$ cat src/rtl/rgb_axis_frame_sink.sv
// rgb_axis_frame_sink
// Terminates a 24-bit RGB AXI4-Stream video stream. It recovers the pixel x/y
// position from tuser (start of frame) and tlast (end of line), and checks the
// frame geometry against IMG_WIDTH x IMG_HEIGHT. Each accepted pixel is
// re-emitted with its coordinates through a single output register.
// Optional feature: define RGB_SINK_CHECKSUM_EN to build a per-frame 32-bit
// pixel sum on frame_checksum. When it is not defined, frame_checksum is tied to 0.
module rgb_axis_frame_sink #(
  parameter int DATA_WIDTH = 24,
  parameter int IMG_WIDTH  = 400,
  parameter int IMG_HEIGHT = 300,
  parameter int CNT_WIDTH  = 12
) (
  input  logic                  clk,
  input  logic                  rst_l,
  input  logic                  rgb_s_axis_tvalid,
  output logic                  rgb_s_axis_tready,
  input  logic [DATA_WIDTH-1:0] rgb_s_axis_tdata,
  input  logic                  rgb_s_axis_tuser,
  input  logic                  rgb_s_axis_tlast,
  output logic                  pix_valid,
  input  logic                  pix_ready,
  output logic [DATA_WIDTH-1:0] pix_data,
  output logic [CNT_WIDTH-1:0]  pix_x,
  output logic [CNT_WIDTH-1:0]  pix_y,
  output logic                  pix_sof,
  output logic                  pix_eol,
  output logic                  frame_done,
  output logic [15:0]           frame_cnt,
  output logic                  err_sof,
  output logic                  err_early_eol,
  output logic                  err_late_eol,
  input  logic                  err_clr,
  output logic [31:0]           frame_checksum
);

  localparam logic [CNT_WIDTH-1:0] XMAX = CNT_WIDTH'(IMG_WIDTH - 1);
  localparam logic [CNT_WIDTH-1:0] YMAX = CNT_WIDTH'(IMG_HEIGHT - 1);

  typedef enum logic [1:0] {S_WAIT_SOF, S_ACTIVE, S_RESYNC} state_t;

  state_t                 state_q, state_d;
  logic [CNT_WIDTH-1:0]   x_q, x_d, y_q, y_d;
  logic                   pv_q, pv_d;
  logic [DATA_WIDTH-1:0]  pd_q;
  logic [CNT_WIDTH-1:0]   px_q, py_q;
  logic                   psof_q, peol_q;
  logic                   done_q;
  logic [15:0]            fcnt_q;
  logic                   esof_q, eearly_q, elate_q;

  logic                   beat, take, lend, emit, done;
  logic                   set_sof, set_early, set_late;
  logic [CNT_WIDTH-1:0]   cur_x, cur_y;

  // The output register may take a new beat when it is empty or being drained.
  assign rgb_s_axis_tready = !pv_q || pix_ready;
  assign beat = rgb_s_axis_tvalid && rgb_s_axis_tready;

  // Next-state logic: position tracking, line/frame end handling and error detection.
  always_comb begin
    state_d   = state_q;
    x_d       = x_q;
    y_d       = y_q;
    take      = 1'b0;
    lend      = 1'b0;
    emit      = 1'b0;
    done      = 1'b0;
    set_sof   = 1'b0;
    set_early = 1'b0;
    set_late  = 1'b0;
    cur_x     = x_q;
    cur_y     = y_q;

    case (state_q)
      S_WAIT_SOF: begin
        if (beat && rgb_s_axis_tuser) begin
          take  = 1'b1;
          cur_x = '0;
          cur_y = '0;
        end
      end
      S_ACTIVE: begin
        if (beat) begin
          take = 1'b1;
          if (rgb_s_axis_tuser && (x_q != '0 || y_q != '0)) begin
            set_sof = 1'b1;
            cur_x   = '0;
            cur_y   = '0;
          end
        end
      end
      S_RESYNC: begin
        if (beat) begin
          if (rgb_s_axis_tuser) begin
            set_sof = 1'b1;
            take    = 1'b1;
            cur_x   = '0;
            cur_y   = '0;
          end else if (rgb_s_axis_tlast) begin
            lend = 1'b1;
          end
        end
      end
      default: state_d = S_WAIT_SOF;
    endcase

    // An emitted pixel either advances x or closes the line (correctly or early).
    if (take) begin
      emit = 1'b1;
      if (cur_x == XMAX) begin
        if (rgb_s_axis_tlast) begin
          lend = 1'b1;
        end else begin
          set_late = 1'b1;
          x_d      = cur_x;
          y_d      = cur_y;
          state_d  = S_RESYNC;
        end
      end else if (rgb_s_axis_tlast) begin
        set_early = 1'b1;
        lend      = 1'b1;
      end else begin
        x_d     = cur_x + 1'b1;
        y_d     = cur_y;
        state_d = S_ACTIVE;
      end
    end

    if (lend) begin
      x_d = '0;
      if (cur_y == YMAX) begin
        done    = 1'b1;
        y_d     = '0;
        state_d = S_WAIT_SOF;
      end else begin
        y_d     = cur_y + 1'b1;
        state_d = S_ACTIVE;
      end
    end

    pv_d = emit ? 1'b1 : (pix_ready ? 1'b0 : pv_q);
  end

  // Control state, output pixel register, frame counter and sticky error flags.
  always_ff @(posedge clk or negedge rst_l) begin
    if (!rst_l) begin
      state_q  <= S_WAIT_SOF;
      x_q      <= '0;
      y_q      <= '0;
      pv_q     <= 1'b0;
      pd_q     <= '0;
      px_q     <= '0;
      py_q     <= '0;
      psof_q   <= 1'b0;
      peol_q   <= 1'b0;
      done_q   <= 1'b0;
      fcnt_q   <= '0;
      esof_q   <= 1'b0;
      eearly_q <= 1'b0;
      elate_q  <= 1'b0;
    end else begin
      state_q <= state_d;
      x_q     <= x_d;
      y_q     <= y_d;
      pv_q    <= pv_d;
      if (emit) begin
        pd_q   <= rgb_s_axis_tdata;
        px_q   <= cur_x;
        py_q   <= cur_y;
        psof_q <= (cur_x == '0) && (cur_y == '0);
        peol_q <= (cur_x == XMAX);
      end
      done_q <= done;
      if (done) fcnt_q <= fcnt_q + 16'd1;
      if (set_sof)        esof_q   <= 1'b1;
      else if (err_clr)   esof_q   <= 1'b0;
      if (set_early)      eearly_q <= 1'b1;
      else if (err_clr)   eearly_q <= 1'b0;
      if (set_late)       elate_q  <= 1'b1;
      else if (err_clr)   elate_q  <= 1'b0;
    end
  end

`ifdef RGB_SINK_CHECKSUM_EN
  logic [31:0] sum_q, sum_d, csum_q;

  // The running sum restarts on every pixel emitted at (0,0).
  always_comb begin
    sum_d = sum_q;
    if (emit) begin
      if (cur_x == '0 && cur_y == '0) sum_d = 32'(rgb_s_axis_tdata);
      else                            sum_d = sum_q + 32'(rgb_s_axis_tdata);
    end
  end

  // The accumulator and the latched per-frame checksum.
  always_ff @(posedge clk or negedge rst_l) begin
    if (!rst_l) begin
      sum_q  <= '0;
      csum_q <= '0;
    end else begin
      sum_q <= sum_d;
      if (done) csum_q <= sum_d;
    end
  end

  assign frame_checksum = csum_q;
`else
  assign frame_checksum = 32'd0;
`endif

  assign pix_valid     = pv_q;
  assign pix_data      = pd_q;
  assign pix_x         = px_q;
  assign pix_y         = py_q;
  assign pix_sof       = psof_q;
  assign pix_eol       = peol_q;
  assign frame_done    = done_q;
  assign frame_cnt     = fcnt_q;
  assign err_sof       = esof_q;
  assign err_early_eol = eearly_q;
  assign err_late_eol  = elate_q;

endmodule

$ cat config.mk
export PLATFORM = sky130hd
export DESIGN_NAME = rgb_axis_frame_sink
export DESIGN_NICKNAME = d
export VERILOG_FILES = /design/src/rtl/rgb_axis_frame_sink.sv
export SDC_FILE = /design/constraint.sdc
export NUM_CORES = 1
export LEC_CHECK = 0
export ABC_CLOCK_PERIOD_IN_PS = 5500
export BUFFER_PORTS_ARGS = -buffer_cell sky130_fd_sc_hd__buf_4
export CAP_MARGIN = 20
export CORE_MARGIN = 10
export CORE_UTILIZATION = 50
export CTS_CLUSTER_DIAMETER = 30
export CTS_CLUSTER_SIZE = 30
export DETAILED_ROUTE_END_ITERATION = 6
export MAX_ROUTING_LAYER = met4
export PLACE_DENSITY = 0.83
export SLEW_MARGIN = 20
export SYNTH_ARGS = -nofsm -noshare
export SYNTH_HDL_FRONTEND = slang
export SYNTH_SLANG_ARGS = --single-unit
export TNS_END_PERCENT = 30
$ cat constraint.sdc
create_clock -name clk -period 5.5 [get_ports clk]
set_clock_uncertainty 0.15 [all_clocks]
set_input_delay 0.55 -clock clk [delete_from_list [all_inputs] [get_ports clk]]
set_output_delay 0.55 -clock clk [all_outputs]
set_load 0.02 [all_outputs]
==> flow_metrics.py, run 1 <==
metrics = {
    "synthesis": {
        "ys_seq_area_share_pct": 49.1,
        "yosys.cell_count.top_type": "nand2_1",
        "ys_ff_latch": 97,
        "synthCells": 541,
        "yosysTopAreaCell": "dfrtp_1",
        "synth_edf_count": 0,
        "post-synth-top-area-fraction_pct": 49.1,
        "synth_ff_type": "dfrtp_1",
        "synth_top_cells_by_count": "139 x nand2_1, 97 x dfrtp_1, 43 x o21ai_0, 32 x buf_4, 18 x inv_1",
        "async_flop_share_pct": 100,
        "synthDistinctLibCells": 59,
        "yosys-top-cells-area": "dfrtp_1 49%, nand2_1 11%, buf_4 4.9%, o21ai_0 4.4%, ha_1 2.3%",
        "syn_area_um2": 4940,
        "syn_area_per_cell_um2": 9.14,
        "synth_warnings": 0,
    },
    "setup_path": {
        "r2r_cells": 14,
        "critPathLaunchType": "flip-flop",
        "required_ps": 5650,
        "critPathMaxStageDelay_ps": 530,
        "slowest_stage": "nand2b_1",
        "critPathKind": "flip-flop to flip-flop",
        "path_delay_family": "simple AND/OR/NAND/NOR gates",
        "crit_path_cell_trace": "nor4_2 > nand4_2 > nor3_4 > nand2b_1 > nand2_1 > inv_1 > ha_1 > and4_1 > nand3_1 > nor3_4 > o21ai_2 > inv_1 > and3_1 > xor2_1",
        "path_max_fanout": 15,
        "arrival_ps": 4610,
        "path_depth": 14,
        "path_buf_inv": 2,
        "end_kind": "flip-flop",
    },
    "detailed_routing": {
        "avgViaCountPerCell": 5.46,
        "wire_per_inst_um": 17.1,
        "drt_iter0_markers": 332,
        "dr.pass1.iters": 5,
        "top_layer_used": "met4",
        "met3_length_um": 828,
        "detail-route-antenna-nets": 0,
        "wirelength_um": 13200,
        "drc": 0,
        "route.vias.total": 4217,
        "met2_length_um": 6190,
        "drt-met1-wl_um": 5990,
    },
    "placed_design": {
        "gp_congestion": 0.911,
        "dp.cells": 757,
        "io_buffer_count": 102,
        "hpwl_um": 9770,
        "dpl_worst_slack_ps": 1120,
    },
    "layout": {
        "final-seq-area_um2": 2430,
        "fillers": 866,
        "drive_gt1_share_pct": 22.0,
        "antenna_cells": 0,
        "fin_nets": 675,
        "fin_cells": 773,
        "multi_input_area_um2": 2230,
        "area_growth_pct": 19.8,
    },
    "clock_tree": {
        "clk_pin_slew_ps": 100,
        "cts.sinks": 97,
        "post_cts.repair.setup_buffers": 0,
        "numCtsBuffers": 9,
        "cts_hold_buf": 0,
        "cts_resized": 0,
        "cts_root_buf": "clkbuf_8",
        "clockBufferDepth": 2,
        "htreeDepth": 3,
        "clk_latency_ps": 370,
        "cts_tree": "done",
    },
    "sta": {
        "max_slew_margin_pct": 39.6,
        "rsz0062_at_grt": "false",
        "fin_tns_setup_ps": 0,
        "period_needed_ps": 4460,
        "finalHoldViolations": 0,
        "tightest_slew_ps": 883,
        "final_max_slew_viol_count": 0,
        "setup_violations": 0,
        "fin_crit_sh_pct": 81.1,
        "fmax_mhz": 224,
        "setup_ws_ps": 1040,
    },
    "global_route": {
        "gr-total-overflow": 0,
        "grt_pass1_vias": 4093,
        "grt_pass1_wl_um": 21500,
        "grt_max_degree": 69,
        "antenna_found_initial": 0,
        "grt_usage_pct": 18.7,
    },
    "die": {
        "dieArea_um2": 14300,
        "ios": 135,
        "row_count": 36,
        "initial_core_util_pct": 51.0,
        "die_x_um": 119,
        "core_area_um2": 9680,
        "fp.dieH_um": 119,
    },
    "pwr": {
        "power.total_mw": 1.66,
        "ir_drop_mv": 0.168,
        "p_leak_nw": 2.97,
        "p_per_area_nw_per_um2": 280,
    },
    "flow_run": {
        "max_cap_viol_count": 0,
    },
    "run_status": {
        "status": "completed",
    },
    "hold_path": {
        "hold_class": "input pin to async pin",
    },
}
per-stage QoR:
step	instance area, um2	hold slack, ps	utilization, %
after floorplan	5060	104	-
after global placement	5690	307	58.8
after detailed placement	5690	313	58.8
after CTS	5920	46.8	61.1
after global routing	5920	54.2	61.1
final	5920	33.9	61.1
final cells by class:
type | instances | share of cell area, %
clock buffer | 11 | 2.39
timing repair buffer | 107 | 13.6
sequential | 97 | 41.0
multi-input combinational | 402 | 37.7
clock inverter | 5 | 1.46
inverter | 18 | 1.14
tap | 133 | 2.81
report_power, final:
part           switching (mW)  total (mW)  internal [mW]
Clock                   0.246       0.518          0.272
Combinational           0.215       0.332          0.117
Sequential             0.0427       0.809          0.766
path summary, 6_finish.rpt:
kind                           endpoint                 start  slack [ps]
setup reg to reg           frame_cnt[6]                y_q[6]        1040
hold reg to reg                pix_x[5]              pix_x[5]         330
max in group asynchronous        x_q[8]                 rst_l        4110
hold / removal                   x_q[2]                 rst_l          30
setup / recovery           frame_cnt[6]                y_q[6]        1040
min in group clk           pix_data[16]  rgb_s_axis_tdata[16]         210
cell families after synthesis:
family          share of synthesized area, %
simple gates                            22.5
compound gates                          14.4
flops                                   49.1
buf+inv                                 8.48
xor+xnor                                2.83
fa+ha+maj                               2.28
mux                                    0.430
other cells                           0.0759
state kept, by name, summed over array words and instances, names as in the netlist:
name / flops
pix_data: 24
frame_cnt: 16
pix_x: 12
pix_y: 12
x_q: 12
y_q: 12
state_q: 2
err_early_eol: 1
err_late_eol: 1
err_sof: 1
frame_done: 1
pix_eol: 1
pix_sof: 1
pix_valid: 1
cells in the final DEF (no fill, tap or decap), types with 3 or more instances in the layout:
master / count
nand2b_1: 5
nand2_1: 139
clkbuf_8: 10
ha_1: 9
a31oi_1: 9
xnor2_1: 9
o21ai_0: 43
o31ai_1: 9
nor2_1: 15
inv_1: 18
nor3_1: 11
buf_4: 107
xor2_1: 7
conb_1: 32
or3_1: 3
a21o_1: 5
nor4_1: 5
dfrtp_1: 97
nand4_1: 11
and4_1: 3
a32o_1: 5
and3_1: 8
nand3_1: 14
a21oi_1: 12
and2_1: 5
routing by layer:
metal / up-vias / track usage, %
met5: - / -
met4: 0 / 6.18
met3: 21 / 3.68
met2: 174 / 27.7
met1: 2025 / 25.2
li1: 1997 / -
(Power assumes the default switching activity.)
==> run 2, diff against run 1 <==
ABC_CLOCK_PERIOD_IN_PS = 4000   (was 5500)
CORE_UTILIZATION = 48   (was 50)
clock period = 4 ns   (was 5.5 ns; I/O delays follow)
==> flow_metrics.py, run 2 (same netlist as run 1, synthesis figures left out) <==
metrics = {
    "sta": {
        "whs_ps": 63.2,
        "fin_crit_sh_pct": 91.7,
        "tightest_slew_ps": 717,
        "setup_violations": 0,
        "fin_tns_setup_ps": 0,
        "finalHoldViolations": 0,
        "final_max_slew_viol_count": 0,
        "rsz0062_at_grt": "false",
        "period_needed_ps": 3670,
        "fmax_mhz": 273,
        "setup_ws_ps": 331,
        "max_slew_margin_pct": 51.7,
    },
    "layout": {
        "postLayoutCellArea_um2": 6030,
        "largest_reg_flops": 24,
        "fin_cells": 786,
        "final_common_cell": "nand2_1",
        "area_growth_pct": 22.0,
        "antenna_cells": 0,
        "final_core_util_pct": 60.9,
        "fin_nets": 688,
        "mostFrequentLayoutCells": "139 x nand2_1, 118 x buf_4, 97 x dfrtp_1",
        "drive_gt1_share_pct": 23.6,
    },
    "die": {
        "ios": 135,
        "row_count": 36,
        "die_x_um": 121,
        "fp.dieH_um": 121,
        "core_area_um2": 9910,
        "dieArea_um2": 14800,
        "initial_core_util_pct": 49.9,
    },
    "hold_path": {
        "hold_class": "input pin to flip-flop",
        "min_path_cells": 3,
        "hold_start": "rgb_s_axis_tdata[23]",
        "min_to": "pix_data[23]",
    },
    "global_route": {
        "grt_pass1_wl_um": 21600,
        "gr-total-overflow": 0,
        "grt_usage_pct": 18.4,
        "grt_max_degree": 80,
        "antenna_found_initial": 0,
        "grt_pass1_vias": 4218,
    },
    "setup_path": {
        "reg2reg_from": "y_q[6]",
        "path_max_fanout": 12,
        "end_kind": "flip-flop",
        "r2r_setup_slack_ps": 330,
        "required_ps": 4150,
        "arrival_ps": 3820,
        "critPathKind": "flip-flop to flip-flop",
        "worstReg2RegEnd": "frame_cnt[11]",
        "critPathLaunchType": "flip-flop",
        "r2r_cells": 13,
    },
    "placed_design": {
        "hpwl_um": 9970,
        "place_area_um2": 5770,
        "io_buffer_count": 102,
        "dp.cells": 768,
        "gp_congestion": 0.947,
        "dpl_worst_slack_ps": 198,
    },
    "clock_tree": {
        "numCtsBuffers": 9,
        "clockBufferDepth": 2,
        "htreeDepth": 3,
        "post_cts.repair.setup_buffers": 0,
        "clk_pin_slew_ps": 90,
        "clk_latency_ps": 370,
        "cts_root_buf": "clkbuf_8",
        "cts_tree": "done",
        "cts.sinks": 97,
    },
    "detailed_routing": {
        "wire_per_inst_um": 17.3,
        "dr.pass1.iters": 5,
        "wirelength_um": 13600,
        "route.vias.total": 4359,
        "drc": 0,
        "avgViaCountPerCell": 5.55,
        "detail-route-antenna-nets": 0,
        "drt_iter0_markers": 460,
    },
    "flow_run": {
        "max_cap_viol_count": 0,
    },
    "pwr": {
        "p_per_area_nw_per_um2": 368,
        "ir_drop_mv": 0.206,
        "p_leak_nw": 3.02,
        "power.total_mw": 2.22,
    },
    "run_status": {
        "status": "completed",
    },
}
## run 2: cell type report
class / count / area (um2)
Sequential cell: 97 / 2430
Tap cell: 133 / 166
Clock inverter: 4 / 52.6
Timing Repair Buffer: 120 / 923
Clock buffer: 12 / 145
Multi-Input combinational cell: 402 / 2250
Inverter: 18 / 70.1
Fill cell: 880 / 3880
## run 2: how the worst max path moves through the flow
stage | from | endpoint | slack, ps | cells past startpoint
detailed placement | y_q[6] | frame_cnt[6] | 200 | 14
global placement | state_q[0] | x_q[9] | 350 | 15
global route | y_q[6] | frame_cnt[11] | 60 | 13
floorplan | state_q[0] | x_q[9] | 450 | 17
CTS | y_q[6] | frame_cnt[6] | 160 | 14
finish | y_q[6] | frame_cnt[11] | 330 | 13
## run 2: timing repair
| action | CTS | global route |
|---|---|---|
| hold buffers | 0 | 1 |
| resized for setup | 0 | 5 |
| hold endpoints to repair | 0 | 22 |
| endpoints found under the setup margin | 0 | 15 |
## run 2: routing by layer
metal / global-route usage, % / part of all wire [%] / vias up
li1: - / - / 2021
met1: 23.7 / 43 / 2091
met2: 27.5 / 46 / 225
met3: 3.58 / 9.0 / 22
met4: 8.05 / 2.2 / 0
met5: - / 0 / -
## run 2: critical path, stage by stage, from the launching register on
cell and delay [ps]:
dfrtp_1 470, nor4_2 390, nand4_2 230, nor3_4 220
nand2b_1 250, nand2_1 130, inv_1 100, ha_1 210
and4_1 200, nand3_1 180, nor3_4 300, o21ai_4 200
nor4_1 380, xor2_1 180
## run 2: power breakdown
part / switching [mW] / internal, mW
registers: 0.0553 / 1.05
clock network: 0.339 / 0.307
logic: 0.298 / 0.168
==> run 3, diff against run 2 <==
ABC_CLOCK_PERIOD_IN_PS = 4300   (was 4000)
CAP_MARGIN = 10   (was 20)
CORE_UTILIZATION = 50   (was 48)
clock period = 4.3 ns   (was 4 ns; I/O delays follow)
==> flow_metrics.py, run 3 (same netlist as run 1, synthesis figures left out) <==
metrics = {
    "layout": {
        "fillers": 859,
        "final-seq-area_um2": 2430,
        "antenna_cells": 0,
        "postLayoutCellArea_um2": 5930,
        "area_growth_pct": 20.0,
        "largest_reg_flops": 24,
        "final_core_util_pct": 61.3,
        "multi_input_area_um2": 2230,
        "final_common_cell": "nand2_1",
        "fin_nets": 679,
        "drive_gt1_share_pct": 22.8,
        "fin_cells": 777,
        "mostFrequentLayoutCells": "139 x nand2_1, 111 x buf_4, 97 x dfrtp_1",
    },
    "die": {
        "core_area_um2": 9680,
        "fp.dieH_um": 119,
        "ios": 135,
        "dieArea_um2": 14300,
        "die_x_um": 119,
        "initial_core_util_pct": 51.0,
        "row_count": 36,
    },
    "global_route": {
        "grt_usage_pct": 18.8,
        "gr-total-overflow": 0,
        "grt_pass1_vias": 4267,
        "grt_max_degree": 69,
        "grt_pass1_wl_um": 21800,
        "antenna_found_initial": 0,
    },
    "pwr": {
        "p_leak_nw": 2.98,
        "ir_drop_mv": 0.167,
        "p_per_area_nw_per_um2": 349,
        "power.total_mw": 2.07,
    },
    "setup_path": {
        "reg2reg_from": "state_q[0]",
        "path_max_fanout": 12,
        "end_kind": "flip-flop",
        "critPathKind": "flip-flop to flip-flop",
        "critPathLaunchType": "flip-flop",
        "worstReg2RegEnd": "frame_cnt[6]",
        "r2r_setup_slack_ps": 390,
        "r2r_cells": 16,
        "arrival_ps": 4010,
        "required_ps": 4400,
    },
    "sta": {
        "fin_crit_sh_pct": 90.9,
        "rsz0062_at_grt": "false",
        "max_slew_margin_pct": 46.4,
        "setup_violations": 0,
        "whs_ps": -18.1,
        "tightest_slew_ps": 804,
        "final_max_slew_viol_count": 0,
        "fin_tns_setup_ps": 0,
        "finalHoldViolations": 8,
        "period_needed_ps": 3910,
        "fmax_mhz": 256,
    },
    "clock_tree": {
        "cts_tree": "done",
        "clk_latency_ps": 360,
        "clk_pin_slew_ps": 100,
        "cts_root_buf": "clkbuf_8",
        "post_cts.repair.setup_buffers": 0,
        "htreeDepth": 3,
        "clockBufferDepth": 2,
        "numCtsBuffers": 9,
        "cts_hold_buf": 0,
        "cts.sinks": 97,
    },
    "hold_path": {
        "hold_class": "input pin to async pin",
    },
    "placed_design": {
        "gp_congestion": 0.959,
        "place_area_um2": 5720,
        "io_buffer_count": 102,
        "hpwl_um": 9720,
        "dp.cells": 761,
    },
    "detailed_routing": {
        "drc": 0,
        "wire_per_inst_um": 17.1,
        "detail-route-antenna-nets": 0,
        "wirelength_um": 13300,
        "route.vias.total": 4168,
        "avgViaCountPerCell": 5.36,
        "dr.pass1.iters": 5,
        "drt_iter0_markers": 369,
    },
    "run_status": {
        "violations": "hold timing",
        "status": "finished, violations left",
    },
    "flow_run": {
        "max_cap_viol_count": 0,
    },
}
==> run 3: where the power goes <==
group          total [mW]  switching (mW)  internal [mW]
logic               0.427           0.275          0.152
clock network       0.612           0.323          0.289
registers            1.03          0.0532          0.980
==> run 3: worst max-delay path by stage <==
stage                     from            to  cells after the start
floorplan           state_q[0]        x_q[9]                     17
global placement     pix_ready  frame_cnt[6]                     15
detailed placement  state_q[0]  frame_cnt[6]                     16
CTS                 state_q[0]  frame_cnt[6]                     16
global route         pix_valid  frame_cnt[6]                     14
finish              state_q[0]  frame_cnt[6]                     16
==> run 3: cell type report <==
cell class	count	area share [%]
Sequential cell	97	40.9
Clock inverter	5	1.08
Timing Repair Buffer	111	14.0
Multi-Input combinational cell	402	37.6
Tap cell	133	2.80
Clock buffer	11	2.38
Inverter	18	1.14
==> run 3: layer usage <==
metal	GRT usage [%]	routed length (um)
met5	-	0
met4	6.11	105
met3	3.02	887
met2	29.2	6200
met1	24.7	6070
==> run 3: through the flow <==
stage                     hold WS [ps]  worst slack (ps)
after global placement             308               477
after CTS                         20.1               225
final                            -18.1               389
after floorplan                  -15.6               747
after global routing              52.8              76.8
after detailed placement           318               284
==> run 3: repair_timing <==
item	CTS	global route
setup endpoints to repair	0	9
hold endpoints to repair	0	0
gates resized for setup	0	3
==> run 3: critical path, stage by stage (launching register included) <==
cell and delay, ps:
dfrtp_1 410, inv_1 80, ha_1 280, or3_1 410, o21ai_0 170, and2_2 310
nand2b_1 210, nand2_1 180, inv_1 70, ha_1 230, and4_1 200, nand3_1 160
nor3_4 90, o21ai_2 250, inv_2 210, and3_1 240, xor2_1 140
